==> config.mk <==
export PLATFORM = sky130hd
export DESIGN_NAME = gray_count_ctrl
export DESIGN_NICKNAME = d
export VERILOG_FILES = /design/src/rtl/gray_count_ctrl.sv
export SDC_FILE = /design/constraint.sdc
export NUM_CORES = 1
export LEC_CHECK = 0
export BUFFER_PORTS_ARGS = -buffer_cell sky130_fd_sc_hd__buf_2
export CAP_MARGIN = 40
export CORE_ASPECT_RATIO = 0.8
export CORE_MARGIN = 5
export CORE_UTILIZATION = 40
export DETAILED_ROUTE_END_ITERATION = 12
export PLACE_DENSITY = 0.59
export SETUP_SLACK_MARGIN = 0.3
export SLEW_MARGIN = 20
export SYNTH_ARGS = -nofsm -noshare
export SYNTH_HDL_FRONTEND = slang
export SYNTH_SLANG_ARGS = --single-unit
==> constraint.sdc <==
create_clock -name clk -period 4.35 [get_ports clk]
set_clock_uncertainty 0.05 [all_clocks]
set_input_delay 0.2175 -clock clk [delete_from_list [all_inputs] [get_ports clk]]
set_output_delay 0.2175 -clock clk [all_outputs]
set_load 0.02 [all_outputs]
==> src/rtl/gray_count_ctrl.sv <==
// Run/pause/step controller and rate scheduler for a Gray-code counter.
// Every register is on clk; the count advances only on single-cycle divider ticks.
module gray_count_ctrl #(
  parameter int unsigned WIDTH    = 4,
  parameter int unsigned DIV_W    = 27,
  parameter int unsigned BASE_DIV = 50000000
) (
  input  logic             clk,
  input  logic             rst,
  input  logic             btn_run,
  input  logic             btn_step,
  input  logic             dir_sw,
  input  logic [1:0]       rate_sel,
  output logic [WIDTH-1:0] bin_out,
  output logic [WIDTH-1:0] gray_out,
  output logic             tick,
  output logic             wrap,
  output logic [1:0]       state_out
);

  typedef enum logic [1:0] {
    IDLE  = 2'b00,
    RUN   = 2'b01,
    PAUSE = 2'b10
  } state_t;

  state_t             state_q, state_d;
  logic               run_s1_q, run_s2_q, run_s3_q;
  logic               step_s1_q, step_s2_q, step_s3_q;
  logic               dir_s1_q, dir_s2_q;
  logic [DIV_W-1:0]   div_q, div_d;
  logic [WIDTH-1:0]   bin_q, bin_d;
  logic [WIDTH-1:0]   gray_q, gray_d;
  logic               tick_q, tick_d;
  logic               wrap_q, wrap_d;

  logic               run_p, step_p;
  logic [DIV_W-1:0]   limit_m1;
  logic               terminal;
  logic               adv;

  always_ff @(posedge clk) begin
    if (rst) begin
      state_q   <= IDLE;
      run_s1_q  <= 1'b0;
      run_s2_q  <= 1'b0;
      run_s3_q  <= 1'b0;
      step_s1_q <= 1'b0;
      step_s2_q <= 1'b0;
      step_s3_q <= 1'b0;
      dir_s1_q  <= 1'b0;
      dir_s2_q  <= 1'b0;
      div_q     <= '0;
      bin_q     <= '0;
      gray_q    <= '0;
      tick_q    <= 1'b0;
      wrap_q    <= 1'b0;
    end else begin
      state_q   <= state_d;
      run_s1_q  <= btn_run;
      run_s2_q  <= run_s1_q;
      run_s3_q  <= run_s2_q;
      step_s1_q <= btn_step;
      step_s2_q <= step_s1_q;
      step_s3_q <= step_s2_q;
      dir_s1_q  <= dir_sw;
      dir_s2_q  <= dir_s1_q;
      div_q     <= div_d;
      bin_q     <= bin_d;
      gray_q    <= gray_d;
      tick_q    <= tick_d;
      wrap_q    <= wrap_d;
    end
  end

  // ">=" rather than "==" so a switch to a faster rate never waits for a full counter wrap
  always_comb begin
    run_p    = run_s2_q & ~run_s3_q;
    step_p   = step_s2_q & ~step_s3_q;
    limit_m1 = (DIV_W'(BASE_DIV) >> rate_sel) - DIV_W'(1);
    terminal = (div_q >= limit_m1);

    state_d = state_q;
    div_d   = div_q;
    adv     = 1'b0;

    case (state_q)
      IDLE: begin
        div_d = '0;
        if (run_p) begin
          state_d = RUN;
        end else if (step_p) begin
          state_d = PAUSE;
          adv     = 1'b1;
        end
      end
      RUN: begin
        if (terminal) begin
          div_d = '0;
          adv   = 1'b1;
        end else begin
          div_d = div_q + DIV_W'(1);
        end
        if (run_p) state_d = PAUSE;
      end
      PAUSE: begin
        if (run_p) begin
          state_d = RUN;
        end else if (step_p) begin
          adv = 1'b1;
        end
      end
      default: begin
        state_d = IDLE;
        div_d   = '0;
      end
    endcase
  end

  always_comb begin
    bin_d  = bin_q;
    gray_d = gray_q;
    tick_d = 1'b0;
    wrap_d = 1'b0;
    if (adv) begin
      bin_d  = dir_s2_q ? (bin_q + WIDTH'(1)) : (bin_q - WIDTH'(1));
      gray_d = bin_d ^ (bin_d >> 1);
      tick_d = 1'b1;
      wrap_d = dir_s2_q ? (&bin_q) : ~(|bin_q);
    end
  end

  assign bin_out   = bin_q;
  assign gray_out  = gray_q;
  assign tick      = tick_q;
  assign wrap      = wrap_q;
  assign state_out = state_q;

endmodule

; Word level (Yosys, flattened, before mapping)
; Index checks and enable logic that the tools add are counted.
[op_classes]
addsub = 4
order_cmp = 1
eq_ne = 5
shift = 1
muxes = 14
n_bitwise = 7
reduce_logical = 6
[op_table]
columns = operator, n
row1 = $pmux W27 S2, 1
row2 = $add A27 B1 Y27 const B, 1
row3 = $ge A27 B27 Y1, 1
row4 = $mux W27, 1
row5 = $shr A26 B2 Y27 const A, 1
row6 = $sub A27 B1 Y27 const B, 1
row7 = $mux W2, 4
row8 = $pmux W2 S3, 1
row9 = $mux W1, 5
row10 = $add A4 B1 Y4 const B, 1
row11 = $mux W4, 1
row12 = $ne A2 B2 Y1 const B, 2
row13 = $not A1 Y1, 4
row14 = $reduce_and A4 Y1, 1
row15 = $reduce_or A2 Y1, 2
row16 = $reduce_or A4 Y1, 1
row17 = $sub A4 B1 Y4 const B, 1
row18 = $xor A4 B3 Y4, 1
row19 = $ne A3 B3 Y1 const B, 1
row20 = $reduce_and A3 Y1, 1
row21 = $and A1 B1 Y1, 2
row22 = $eq A2 B1 Y1 const B, 1
row23 = $eq A2 B2 Y1 const B, 1
row24 = $logic_not A2 Y1, 1
row25 = $pmux W1 S2, 1
[totals]
reg_bits = 47
input_bits = 7
output_inout_bits = 12

; Logic depth before layout (Yosys ltp)
; Gate-level depths: netlist of the first run.
[depth]
ltp_word = 7
depth_mapped = 13
mapped_depth_nobuf = 11

; Worst setup path before layout of the first run
; Ideal clock, no wire load.
[synth_path]
path_type = input -> register
from = input port rate_sel[0]
to = register bin_q[0] (netlist: bin_out[0])
t_arrival_ns = 2.676
required_ns = 4.177
path_slack_ns = 1.501
path_stages = 12
n_path_buf = 2
path_cell_list = buf_4 > inv_1 > nand2_1 > ha_1 > ha_1 > a21o_1 > a2111oi_2 > o211ai_1 > a41oi_1 > a21o_1 > buf_2 > mux2_1
[synth_between]
elab_chain_len = 5
[synth_rtl]
columns = element, line
row1 = "start, declared", 13  ; input logic [1:0] rate_sel,
row2 = $shr A26 B2 Y27, 80  ; limit_m1 = (DIV_W'(BASE_DIV) >> rate_sel) - DIV_W'(1);
row3 = $sub A27 B1 Y27, 80
row4 = $ge A27 B27 Y1, 81  ; terminal = (div_q >= limit_m1);
row5 = $mux W1, 98  ; if (terminal) begin
row6 = $pmux W1 S2, 87  ; case (state_q)
row7 = "end signal, assigned", 69  ; bin_q <= bin_d;
row8 = "end, declared", 32  ; logic [WIDTH-1:0] bin_q, bin_d;
; No other way between the ends.
; A chain may end at the register's enable or synchronous reset.

; Worst setup path in the final report of the first run
[layout_path]
from = register div_q[18]
to = register div_q[5]
[layout_between]
elab_chain_len = 3
[layout_rtl]
columns = element, line
row1 = "start, declared", 31  ; logic [DIV_W-1:0] div_q, div_d;
row2 = "start signal, assigned", 68  ; div_q <= div_d;
row3 = $ge A27 B27 Y1, 81
row4 = $mux W27, 98
row5 = $pmux W27 S2, 87
; No other way between the ends.

==> results of run 1 <==
## power by group
group / switching [mW] / internal [mW]
registers: 0.0113 / 0.433
logic: 0.0848 / 0.0565
clock network: 0.154 / 0.114
total: 0.250 / 0.603
## kinds of logic (layout without fill, tap and decap cells)
group,count (synthesis),in the layout
multiplexers,5,5
AO/OA/AOI/OAI,77,77
adder cells (fa/ha/maj),24,24
other,2,3
AND/OR/NAND/NOR,168,168
XOR/XNOR,10,10
buffers and inverters,38,44
flip-flops,46,46
## routing by layer
metal | routed length [um] | part of all wire, % | up-vias | global-route usage (%)
met5 | 0 | 0 | - | 0
met4 | 77 | 1.0 | 0 | 4.762
met3 | 316 | 4.3 | 10 | 3.095
met2 | 3324 | 45 | 34 | 25.84
met1 | 3636 | 49 | 1284 | 22.87
li1 | - | - | 1374 | -
## path summary, 6_finish.rpt
check / startpoint / endpoint / cells past startpoint
min reg2reg: dir_s1_q / dir_s2_q / 1
min: btn_step / step_s1_q / 2
max reg2reg: div_q[18] / div_q[5] / 7
max: div_q[18] / div_q[5] / 7
## critical path, stage by stage, from the launching register on
cell	delay (ns)
dfxtp_1	0.42
ha_1	0.27
a21oi_1	0.12
o21ai_0	0.16
a311oi_1	0.43
nand3_1	0.69
or4_1	0.72
a31oi_1	0.16
## flip-flops by register name (all words and copies together) (netlist names), 2 cells and up
| signal | count |
|---|---|
| gray_out | 3 |
| bin_out | 4 |
| div_q | 27 |
| state_out | 2 |
## synth_stat cells (2+ instances only)
cell type   n
conb_1      2
nor2b_1    15
inv_1      13
a21oi_1    21
buf_4       2
and2_1      4
nand2_1    46
nand2b_1    4
nand4_1    15
a41oi_1     2
and4_1      3
nand3_1    21
dfxtp_1    46
ha_1       23
or4_1       8
and3_1      5
clkbuf_1   14
xor2_1      3
o21ai_1     2
nor4b_1     4
a211oi_1    8
or2_0       3
a31oi_1     9
nor3_1      6
o21ai_0     4
a211o_1     4
xnor2_1     7
or3_1       3
a21o_1      5
o31a_1      2
a32o_1      3
o211ai_1    4
mux2_1      2
mux2i_1     2
nand4b_1    3
buf_2       6
nor4_1      3
nor2_1     19
nor4_4      2
o31ai_1     2
## cell usage in the layout, fill, tap and decap left out, drive strengths merged, types with 3 or more instances in the layout
cell type / Yosys / final
nand4b: 3 / 3
ha: 23 / 23
a21oi: 21 / 21
or3: 3 / 3
xor2: 3 / 3
conb: 2 / 3
nand2: 47 / 47
and3: 5 / 5
and4: 3 / 3
nor4: 5 / 5
a211oi: 8 / 8
nand3: 21 / 21
nand4: 15 / 15
xnor2: 7 / 7
nand2b: 4 / 4
or4: 8 / 8
nor2: 19 / 19
nor4b: 4 / 4
nor3: 7 / 7
a211o: 4 / 4
and2: 4 / 4
buf: 10 / 22
nor2b: 15 / 15
a32o: 3 / 3
a31oi: 9 / 9
o21ai: 6 / 6
o211ai: 4 / 4
inv: 14 / 14
a21o: 5 / 5
or2: 4 / 4
mux2: 3 / 3
dfxtp: 46 / 46
clkbuf: 14 / 6
## layout make-up
type / instances / area, sq um
Fill cell: 742 / 4106
Multi-Input combinational cell: 287 / 1938
Inverter: 14 / 52.55
Timing Repair Buffer: 22 / 140.1
Clock inverter: 2 / 13.76
Clock buffer: 6 / 72.57
Sequential cell: 46 / 920.9
Tap cell: 90 / 112.6
==> impl_metrics.yaml, run 1 <==
floorplan:
  rows: 28
  die_w_um: 107.0
  ios: 19
  dieArea_sq_um: 9379
  core_sq_um: 7357
  initial_utilization_pct: 40.95
  die_h_um: 87.63
drt:
  drtIter0Drc: 170
  avgViaCountPerCell: 5.786
  first_pass_iters: 4
  drc: 0
  drt-wirelength-per-cell_um: 15.75
  ant_nets: 0
  vias: 2702
  routed_wl_um: 7355
clocking:
  htree_levels: 2
  cts_tree: "yes"
  post_cts_buffers: 0
  cts_made_buffers: 5
  root_buffer: "clkbuf_8"
  clock_latency_ns: 0.30
  cts_max_path_buffers: 2
  cts_hold_buf: 0
  cts_sinks: 46
  clk_pin_slew_ns: 0.09
  cts_resized: 0
synthesis:
  synth_compound_area_share_pct: 17.94
  muxShareOfSynthArea_pct: 1.786
  yosysWarnings: 0
  synthArstFlopShare_pct: 0
  synth_area_leaders: "dfxtp_1 31%, ha_1 9.6%, nand2_1 5.7%"
  synth-xor-area-share_pct: 2.907
  syn_area_sq_um: 3013
  ys_seq_elements: 46
  synth_top_cell_area_share_pct: 30.56
  yosysTopAreaCell: "dfxtp_1"
  synth-edff-count: 0
  synth.distinct_cells: 60
  syn_inst: 370
  synth-simple-area-share_pct: 30.86
  syn_avg_cell_area_sq_um: 8.143
  synth_top_family_by_area: "simple AND/OR/NAND/NOR gates"
  synth.yosys.seq_area_share_pct: 30.56
  synth_fa_ha_area_share_pct: 10.22
  ys.flop_type: "dfxtp_1"
sta:
  worstMarginPinSlew_ns: 0.8798
  min_period_over_period_pct: 71.01
  fmax_mhz: 323.7
  slew_violations: 0
  tns_ns: 0
  setup_ws_ns: 1.261
  rsz0062_at_grt: "no"
  finalHoldViolCount: 0
  slew-limit-headroom_pct: 41.18
  min_period_ns: 3.089
  fin_hold_ws_ns: 0.06505
  setup_violations: 0
pwr:
  peakVddDrop_uv: 123.2
  power.total_mw: 0.8537
  power_density_nw_per_um2: 262.6
  p_leak_nw: 1.271
finish:
  drive_gt1_share_pct: 10.34
  fin_nets: 407
  instances_no_fill: 467
  area_growth_pct: 7.890
  final_area_sq_um: 3251
  antenna-diode-count: 0
  fin_util_pct: 44.18
critical_path:
  startpoint_type: "flop"
  path_max_fanout: 21
  r2r_slack_ns: 1.26
  critPathArrivalTime_ns: 3.28
  cp.required_ns: 4.54
  crit_type: "reg -> reg"
  endpoint_kind: "flop"
placed_design:
  place.gp.congestion: 0.8299
  dp_hpwl_um: 5291
  dp.cells: 458
  place_ws_ns: 1.035
  io_buffers: 18
  place_area_sq_um: 3137
global_route:
  grt_pass1_wl_um: 12440
  grtUsageTotal_pct: 16.38
  grt_overflow: 0
  antenna_found_initial: 0
  grt_max_degree: 46
  grt_pass1_vias: 2535
worst_hold_path:
  hold_class: "in -> reg"
outcome:
  status: "completed"
run:
  cap_violations: 0
Power figures use the tool's default switching activity.
==> run 2: changes to the inputs <==
--- a/config.mk
+++ b/config.mk
@@ -11,7 +11,7 @@
 export CORE_MARGIN = 5
 export CORE_UTILIZATION = 40
 export DETAILED_ROUTE_END_ITERATION = 12
-export PLACE_DENSITY = 0.59
+export PLACE_DENSITY = 0.62
 export SETUP_SLACK_MARGIN = 0.3
 export SLEW_MARGIN = 20
 export SYNTH_ARGS = -nofsm -noshare
==> constraint.sdc (replaced) <==
create_clock -name clk -period 2.5 [get_ports clk]
set_clock_uncertainty 0.05 [all_clocks]
set_input_delay 0.125 -clock clk [delete_from_list [all_inputs] [get_ports clk]]
set_output_delay 0.125 -clock clk [all_outputs]
set_load 0.02 [all_outputs]
==> run 2 against run 1 <==
Total power up 98%. Wire length up 27%. First-iteration DRC count up 56%. Count of clock-buffer cells in the layout down 1. Critical path type unchanged. Via count up 16%. Flip-flop and latch count unchanged. Sequential share of layout area down 6.8 points. Die area unchanged.
==> impl_metrics.yaml, run 2 (synthesized netlist as in run 1, its figures left out) <==
outcome:
  status: "completed"
pwr:
  peakVddDrop_uv: 322.4
  p_leak_nw: 1.754
  power_density_nw_per_um2: 385.8
critical_path:
  critPathArrivalTime_ns: 2.57
  cp.required_ns: 2.65
  startpoint_type: "flop"
  endpoint_kind: "flop"
  path_max_fanout: 6
  crit_type: "reg -> reg"
sta:
  setup_ws_ns: 0.08373
  worstMarginPinSlew_ns: 0.5004
  min_period_ns: 2.416
  finalHoldViolCount: 0
  tns_ns: 0
  slew_violations: 0
  fmax_mhz: 413.9
  setup_violations: 0
  min_period_over_period_pct: 96.65
  slew-limit-headroom_pct: 66.64
  rsz0062_at_grt: "yes"
global_route:
  grt_pass1_wl_um: 14880
  antenna_found_initial: 0
  grt_overflow: 0
  grtUsageTotal_pct: 19.73
  grt_pass1_vias: 2981
  grt_max_degree: 39
finish:
  fin_nets: 487
  antenna-diode-count: 0
  regMostFlops: "div_q"
  multi_input_area_sq_um: 2311
  drive_gt1_share_pct: 38.29
  area_growth_pct: 45.35
  most-common-layout-cells: "62 x buf_4, 45 x nand2_1, 32 x dfxtp_1"
  fill_cells: 630
  mostFrequentLayoutCell: "buf_4"
  instances_no_fill: 547
  seq_area_sq_um: 943.4
  largest_reg_flops: 27
drt:
  first_pass_iters: 5
  drtIter0Drc: 265
  drc: 0
  routed_wl_um: 9356
  vias: 3122
  ant_nets: 0
  avgViaCountPerCell: 5.707
  drt-wirelength-per-cell_um: 17.10
worst_hold_path:
  hold_class: "in -> reg"
placed_design:
  place.gp.congestion: 0.8174
  dp.cells: 507
  io_buffers: 18
  dp_hpwl_um: 5968
  place_ws_ns: -0.1823
clocking:
  clock_latency_ns: 0.30
  cts_made_buffers: 5
  cts_sinks: 46
  clk_pin_slew_ns: 0.10
  cts_max_path_buffers: 2
  root_buffer: "clkbuf_8"
  cts_tree: "yes"
  htree_levels: 2
floorplan:
  ios: 19
  die_w_um: 107.0
  dieArea_sq_um: 9379
  die_h_um: 87.63
  initial_utilization_pct: 40.95
  core_sq_um: 7357
  rows: 28
run:
  cap_violations: 0
==> run 2: changes by cell type in the layout (fill, tap and decap cells not counted), sizes merged <==
cell,change
inv,+1
buf,+76
dlygate4sd3,+3
clkinv,-1
bufinv,+1
==> run 2: final cells by class <==
class                           instances  share of cell area [%]
Timing Repair Buffer                  102                   19.23
Sequential cell                        46                   21.54
Clock inverter                          3                   1.000
Clock buffer                            5                   1.571
Multi-Input combinational cell        287                   52.77
Inverter                               14                   1.314
Tap cell                               90                   2.571
==> run 2: metrics by stage <==
step                      utilization [%]  area [sq um]  power [mW]  hold slack [ns]
after detailed placement            48.47          3566       1.070           0.2902
after global routing                59.52          4379       1.768          0.02967
after CTS                           55.56          4088       1.683          0.02909
after floorplan                         -          3117      0.9885           0.2032
after global placement              48.47          3566       1.065           0.2820
final                               59.52          4379       1.690          0.03787
==> run 2: final timing paths <==
path             start    endpoint  slack, ns  cells after the start
min reg2reg  step_s1_q   step_s2_q       0.39                      1
max reg2reg   div_q[5]  bin_out[0]       0.08                      8
min                rst   div_q[15]       0.04                      2
max           div_q[5]  bin_out[0]       0.08                      8
==> run 2: per-layer routing <==
metal	wire length (um)	vias to the layer above	part of all wire, %	GRT usage (%)
met4	54	0	0.58	4.181
li1	-	1527	-	-
met3	561	7	6.0	4.864
met2	4453	97	48	32.08
met5	0	-	0	0
met1	4287	1491	46	26.71
==> run 2: what timing repair did <==
action,in CTS,in global routing
gates cloned,4,1
setup endpoints to repair,36,36
hold buffers,3,0
setup buffers,17,7
resized for setup,50,38
hold endpoints to repair,3,0
pin swaps,12,19
==> run 2: critical path, cell delays in order, from the launching register on <==
cell,delay (ns)
dfxtp_4,0.37
ha_4,0.21
a21o_1,0.21
a2111oi_4,0.30
o211ai_1,0.17
buf_4,0.17
a41oi_4,0.24
a21o_1,0.26
mux2_4,0.31
==> run 2: power breakdown <==
part / internal (mW) / switching [mW]
clock: 0.300 / 0.284
sequential: 0.752 / 0.0160
combinational: 0.149 / 0.188
